[config.mk]
export PLATFORM = sky130hd
export DESIGN_NAME = stream_mux_rr_flat
export DESIGN_NICKNAME = d
export VERILOG_FILES = /design/src/rtl/stream_mux_rr_if.sv /design/src/rtl/stream_mux_rr.sv /design/src/flat_wrapper.sv
export SDC_FILE = /design/constraint.sdc
export NUM_CORES = 1
export LEC_CHECK = 0
export ABC_AREA = 1
export BUFFER_PORTS_ARGS = -buffer_cell sky130_fd_sc_hd__buf_2
export CAP_MARGIN = 20
export CORE_ASPECT_RATIO = 1.1
export CORE_MARGIN = 8
export CORE_UTILIZATION = 53
export CTS_CLUSTER_DIAMETER = 100
export DETAILED_ROUTE_END_ITERATION = 8
export GPL_TIMING_DRIVEN = 0
export PLACE_DENSITY = 0.83
export SETUP_SLACK_MARGIN = 0.3
export SLEW_MARGIN = 20
export SYNTH_ARGS = -nofsm -noshare
export SYNTH_HDL_FRONTEND = slang
export SYNTH_SLANG_ARGS = --single-unit
[constraint.sdc]
create_clock -name clk -period 3.2 [get_ports clk]
set_clock_uncertainty 0.2 [all_clocks]
set_input_delay 0 -clock clk [delete_from_list [all_inputs] [get_ports clk]]
set_output_delay 0 -clock clk [all_outputs]
set_load 0.02 [all_outputs]
[src/rtl/stream_mux_rr_if.sv]
`default_nettype none
// ============================================================================
// Module   : stream_mux_rr_if
// Brief    : Handshake bundle between N producers, the stream mux and one
//            shared consumer. Master = producers/consumer side, slave = mux.
// Revision : 1.0 - initial release
// ============================================================================
interface stream_mux_rr_if #(
  parameter int WIDTH = 8,
  parameter int N_CH  = 4
) ();
  localparam int SEL_W = $clog2(N_CH);

  logic [N_CH*WIDTH-1:0] in_data;
  logic [N_CH-1:0]       in_valid;
  logic [N_CH-1:0]       in_ready;
  logic [WIDTH-1:0]      out_data;
  logic [SEL_W-1:0]      out_ch;
  logic                  out_valid;
  logic                  out_ready;

  modport master (
    output in_data, in_valid, out_ready,
    input  in_ready, out_data, out_ch, out_valid
  );

  modport slave (
    input  in_data, in_valid, out_ready,
    output in_ready, out_data, out_ch, out_valid
  );
endinterface
`default_nettype wire

[src/rtl/stream_mux_rr.sv]
`default_nettype none
// ============================================================================
// Module   : stream_mux_rr
// Brief    : N-channel registered stream multiplexer with valid/ready on every
//            port, fixed-select or round-robin arbitration and a wrapping
//            transfer counter.
// Revision : 1.0 - initial release
// ============================================================================
module stream_mux_rr #(
  parameter  int WIDTH = 8,
  parameter  int N_CH  = 4,
  parameter  int CNT_W = 16,
  localparam int SEL_W = $clog2(N_CH)
) (
  input  logic              clk,
  input  logic              rst_n,
  input  logic              mode,
  input  logic [SEL_W-1:0]  sel,
  stream_mux_rr_if.slave    bus,
  output logic [CNT_W-1:0]  xfer_cnt
);

  // Reset value of last_grant makes the first round-robin scan start at 0.
  localparam logic [SEL_W-1:0] C_LAST_CH = SEL_W'(N_CH - 1);

  logic             can_load;
  logic             grant_valid;
  logic [SEL_W-1:0] grant;
  logic [WIDTH-1:0] grant_data;
  logic [N_CH-1:0]  in_ready_vec;

  logic             out_valid_q,  out_valid_d;
  logic [WIDTH-1:0] out_data_q,   out_data_d;
  logic [SEL_W-1:0] out_ch_q,     out_ch_d;
  logic [SEL_W-1:0] last_grant_q, last_grant_d;
  logic [CNT_W-1:0] xfer_cnt_q,   xfer_cnt_d;

  // Single output register: refill when empty or being drained this cycle.
  assign can_load = !out_valid_q | bus.out_ready;

  // Grant decision: fixed select, or round-robin scan after last_grant.
  always_comb begin
    grant_valid = 1'b0;
    grant       = '0;
    if (!mode) begin
      // Out-of-range sel matches no channel and therefore never grants.
      for (int i = 0; i < N_CH; i++) begin
        if ((sel == SEL_W'(i)) && bus.in_valid[i]) begin
          grant_valid = 1'b1;
          grant       = SEL_W'(i);
        end
      end
    end else begin
      // Scan offsets from farthest to nearest so the nearest valid channel
      // after last_grant is the one left standing.
      for (int k = N_CH; k >= 1; k--) begin
        for (int j = 0; j < N_CH; j++) begin
          if (bus.in_valid[j] &&
              (((int'(last_grant_q) + k) % N_CH) == j)) begin
            grant_valid = 1'b1;
            grant       = SEL_W'(j);
          end
        end
      end
    end
  end

  // Data path mux for the granted channel.
  always_comb begin
    grant_data = '0;
    for (int i = 0; i < N_CH; i++) begin
      if (grant == SEL_W'(i)) begin
        grant_data = bus.in_data[i*WIDTH +: WIDTH];
      end
    end
  end

  // Per-channel ready: only the granted channel, only when the register can load.
  for (genvar gi = 0; gi < N_CH; gi++) begin : g_ready
    assign in_ready_vec[gi] = can_load & grant_valid & (grant == SEL_W'(gi));
  end

  assign bus.in_ready = in_ready_vec;

  // Next-state for the output stage, arbitration pointer and counter.
  always_comb begin
    out_valid_d  = out_valid_q;
    out_data_d   = out_data_q;
    out_ch_d     = out_ch_q;
    last_grant_d = last_grant_q;
    xfer_cnt_d   = xfer_cnt_q;
    if (can_load) begin
      out_valid_d = grant_valid;
      if (grant_valid) begin
        out_data_d   = grant_data;
        out_ch_d     = grant;
        last_grant_d = grant;
        xfer_cnt_d   = xfer_cnt_q + CNT_W'(1);
      end
    end
  end

  // State registers; reset drops any held word.
  always_ff @(posedge clk or negedge rst_n) begin
    if (!rst_n) begin
      out_valid_q  <= 1'b0;
      out_data_q   <= '0;
      out_ch_q     <= '0;
      last_grant_q <= C_LAST_CH;
      xfer_cnt_q   <= '0;
    end else begin
      out_valid_q  <= out_valid_d;
      out_data_q   <= out_data_d;
      out_ch_q     <= out_ch_d;
      last_grant_q <= last_grant_d;
      xfer_cnt_q   <= xfer_cnt_d;
    end
  end

  assign bus.out_valid = out_valid_q;
  assign bus.out_data  = out_data_q;
  assign bus.out_ch    = out_ch_q;
  assign xfer_cnt      = xfer_cnt_q;

endmodule
`default_nettype wire

[src/flat_wrapper.sv]
// flat-port wrapper written by rule: the top's interface ports become plain ports
module stream_mux_rr_flat 
#(
  parameter  int WIDTH = 8,
  parameter  int N_CH  = 4,
  parameter  int CNT_W = 16,
  localparam int SEL_W = $clog2(N_CH)
)
  (clk, rst_n, mode, sel, xfer_cnt, bus_in_data, bus_in_valid, bus_out_ready, bus_in_ready, bus_out_data, bus_out_ch, bus_out_valid);
  stream_mux_rr_if #(.WIDTH(WIDTH), .N_CH(N_CH)) bus_i ();
  input  logic clk;
  input  logic rst_n;
  input  logic mode;
  input  logic [SEL_W-1:0] sel;
  output logic [CNT_W-1:0] xfer_cnt;
  input wire logic [$bits(bus_i.in_data)-1:0] bus_in_data;
  input wire logic [$bits(bus_i.in_valid)-1:0] bus_in_valid;
  input wire logic [$bits(bus_i.out_ready)-1:0] bus_out_ready;
  output wire logic [$bits(bus_i.in_ready)-1:0] bus_in_ready;
  output wire logic [$bits(bus_i.out_data)-1:0] bus_out_data;
  output wire logic [$bits(bus_i.out_ch)-1:0] bus_out_ch;
  output wire logic [$bits(bus_i.out_valid)-1:0] bus_out_valid;
  assign bus_i.in_data = bus_in_data;
  assign bus_i.in_valid = bus_in_valid;
  assign bus_i.out_ready = bus_out_ready;
  assign bus_in_ready = bus_i.in_ready;
  assign bus_out_data = bus_i.out_data;
  assign bus_out_ch = bus_i.out_ch;
  assign bus_out_valid = bus_i.out_valid;
  stream_mux_rr #(.WIDTH(WIDTH), .N_CH(N_CH), .CNT_W(CNT_W)) u_core (.clk(clk), .rst_n(rst_n), .mode(mode), .sel(sel), .bus(bus_i), .xfer_cnt(xfer_cnt));
endmodule
==> metrics <==
WP data arrival=2870 ps; ys async rst share=100%; CTS Sinks=29; critical path launch point type=flip-flop; GRT Total Usage=21.7%; syn nets=roughly 300; share of cells above drive strength 1=32.2%; RSZ-0062 raised after global routing=yes; WL/cell=14.1 um; Mapped Area=0.00193 mm2; Avg Cell Area, Syn=around 7.6 um2; crit path launch=u_core.last_grant_q[1]; I/O pin count=between 70 and 80; synth top area cells=dfrtp_1, nand2_1, nand3_1; GPL Wtd Cong=roughly 0.96; CP Max Fanout=10; Fin Setup TNS=0 ps; commonest non-fill, non-tap cells in the layout=buf_2, nand2_1, nand3_1, dlygate4sd3_1, dfrtp_1; latest clock arrival within the worst-skew pair=280 ps; largest net degree at the start of global routing=30; DR pass1 iterations=5; final WL=5.89 mm; crit path capture type=flip-flop; number of synthesized register bits=29; top_reg_cell synth=dfrtp_1; PwrDens=762 mW/mm2; Final ANT Viol Nets=0; share of Yosys cell area claimed by the top area cell type=34.9%; fin nets=408; H-Tree Depth=2; post-synthesis sequential area ratio=between 30% and 40%; Lkg Pwr=~1.5 nW; Hold Crit Class=primary input to asynchronous set/reset pin; number of fill cells=275; CTS Buf Count=5; critical path required time=3220 ps; worst slew pin tran=660 ps; Ys Warns=0; fin crit share=89.2%; peak supply drop=0.455 mV; starting density of the core=54.2%; root buffer cell=clkbuf_8; vias after detailed routing=approximately 2200; Final Max Slew Viols=0; # Max-Cap Violations=0; vias in the first global route=2198; outcome=completed; Hold Vio Cnt, Final=0; count of input and output buffers=72; DRT iter0 DRCs=between 100 and 150; Worst slew margin=56.0%; Final WS setup=347 ps; DIE AREA=slightly below 0.006 mm2; vias per inst=between 5 and 6; Synth area leader=dfrtp_1; Layout Area Growth over Synthesis=44.2%; CP Class=flip-flop to flip-flop; DR DRC count=0; minimum clock period=2850 ps; pre-CTS setup slack=830 ps; register clock-pin slew on the reported worst setup and hold paths=around 70 ps; Overflow after GRT=0; post-synth cell types=35; Site Rows=23; Final HPWL DP=4.05 mm; first-pass GRT wire length=10.1 mm; Die W=73.6 um; Post-synth EDFFs=0; TritonCTS clock tree=yes; Max Fclk=between 300 and 400 MHz; commonest non-fill, non-tap cell in the layout=buf_2; deepest clock path buffer count=2; antenna violations before repair=1; Syn Inst Count=255; R2R setup slack=350 ps; Die Ht=around 79 um; total core area=0.00357 mm2; Crit Reg-Reg Startpoint=u_core.last_grant_q[1]; final setup fails=0
[state kept, by name, indices dropped and copies added (netlist names)]
register,cells
u_core.bus.out_data,8
u_core.bus.out_ch,2
u_core.xfer_cnt,16
u_core.last_grant_q,2
u_core.bus.out_valid,1
[where the power goes]
part,leakage [nW],switching [mW],internal [mW],total (mW)
logic,1.12,0.733,0.465,1.20
clock network,0.0542,0.139,0.194,0.333
registers,0.355,0.0954,0.497,0.592
total,1.53,0.968,1.16,2.12
[area by class of cell]
class                           count  area [um2]  share of cell area [%]
Tap cell                           50        62.6                    2.24
Antenna cell                        1        2.50                  0.0897
Clock inverter                      1        5.00                   0.179
Buffer                              9        86.3                    3.10
Clock buffer                        7        96.3                    3.45
Sequential cell                    29         728                    26.1
Multi-Input combinational cell    188        1030                    37.0
Inverter                           29         111                    3.99
Timing Repair Buffer              103         666                    23.9
[per-stage QoR]
| stage | util (%) | hold WS (ps) | area, um2 | instances | power (mW) |
|---|---|---|---|---|---|
| final | 78.2 | 81.0 | 2790 | 417 | 2.12 |
| after CTS | 77.0 | 95.8 | 2750 | 414 | 2.07 |
| after detailed placement | 66.1 | -141 | 2360 | 377 | 1.68 |
| after floorplan | - | -496 | 1930 | 255 | 1.38 |
| after global routing | 78.2 | 153 | 2790 | 417 | 2.29 |
| after global placement | 66.1 | -146 | 2360 | 377 | 1.66 |
[cells by family (layout without fill, tap and decap cells)]
group / count (synthesis) / count (layout) / synth area share [%]
fa+ha+maj: 1 / 1 / 0.647
buf+inv: 38 / 149 / 9.64
xor+xnor: 15 / 15 / 6.79
compound gates: 21 / 21 / 6.60
flops: 29 / 29 / 37.6
simple gates: 151 / 151 / 38.7
other cells: 0 / 1 / 0
[layer usage]
layer  wire length [um]  GRT usage, %
met1               2380          25.6
met2               2890          35.8
met3                453          5.54
met4                170          9.80
met5                  0             0
[final timing paths]
check	to	depth (start not counted)
worst max-delay path	u_core.bus.out_data[4]	21
worst min-delay path	u_core.xfer_cnt[9]	2
worst max register to register	u_core.bus.out_data[4]	21
worst min register to register	u_core.bus.out_data[2]	2
max in group asynchronous	u_core.xfer_cnt[0]	2
min in group clk	u_core.bus.out_data[7]	8
[repair_timing]
item | CTS | global route
endpoints found under the setup margin | 0 | 4
setup buffers | 0 | 2
gates resized for setup | 0 | 7
hold buffers | 29 | 0
hold endpoints to repair | 39 | 0
[synthesized netlist by cell type (2+ instances only)]
| cell type | number |
|---|---|
| a21oi_1 | 3 |
| xnor2_1 | 8 |
| buf_6 | 5 |
| dfrtp_1 | 27 |
| nand2_1 | 69 |
| buf_2 | 3 |
| nor2_1 | 17 |
| inv_1 | 22 |
| nand4_1 | 14 |
| nand2_4 | 3 |
| nand2_2 | 2 |
| nand3_1 | 32 |
| nand3_2 | 2 |
| nor2_2 | 2 |
| xor2_1 | 7 |
| inv_2 | 6 |
| a21boi_1 | 2 |
| nand3_4 | 2 |
| dfstp_2 | 2 |
| o21ai_0 | 4 |
| or2_0 | 2 |
| o21ai_1 | 8 |
[worst max-delay path, stage by stage, from the launching register on]
cell	delay, ps
dfstp_2	540
buf_8	150
nand3_4	90
nand2_2	80
nand2_1	50
nand2_1	50
nand2_1	50
nand2_1	50
nand2_1	50
nand2_1	50
nand2_1	40
nand2_1	60
nand2_1	50
nand2_1	70
nand2_2	60
nand2_4	110
nand3_4	90
buf_8	160
o21ai_2	100
inv_1	40
a21boi_1	120
dlygate4sd3_1	550
Note: power is estimated with default switching activity, not from simulation.
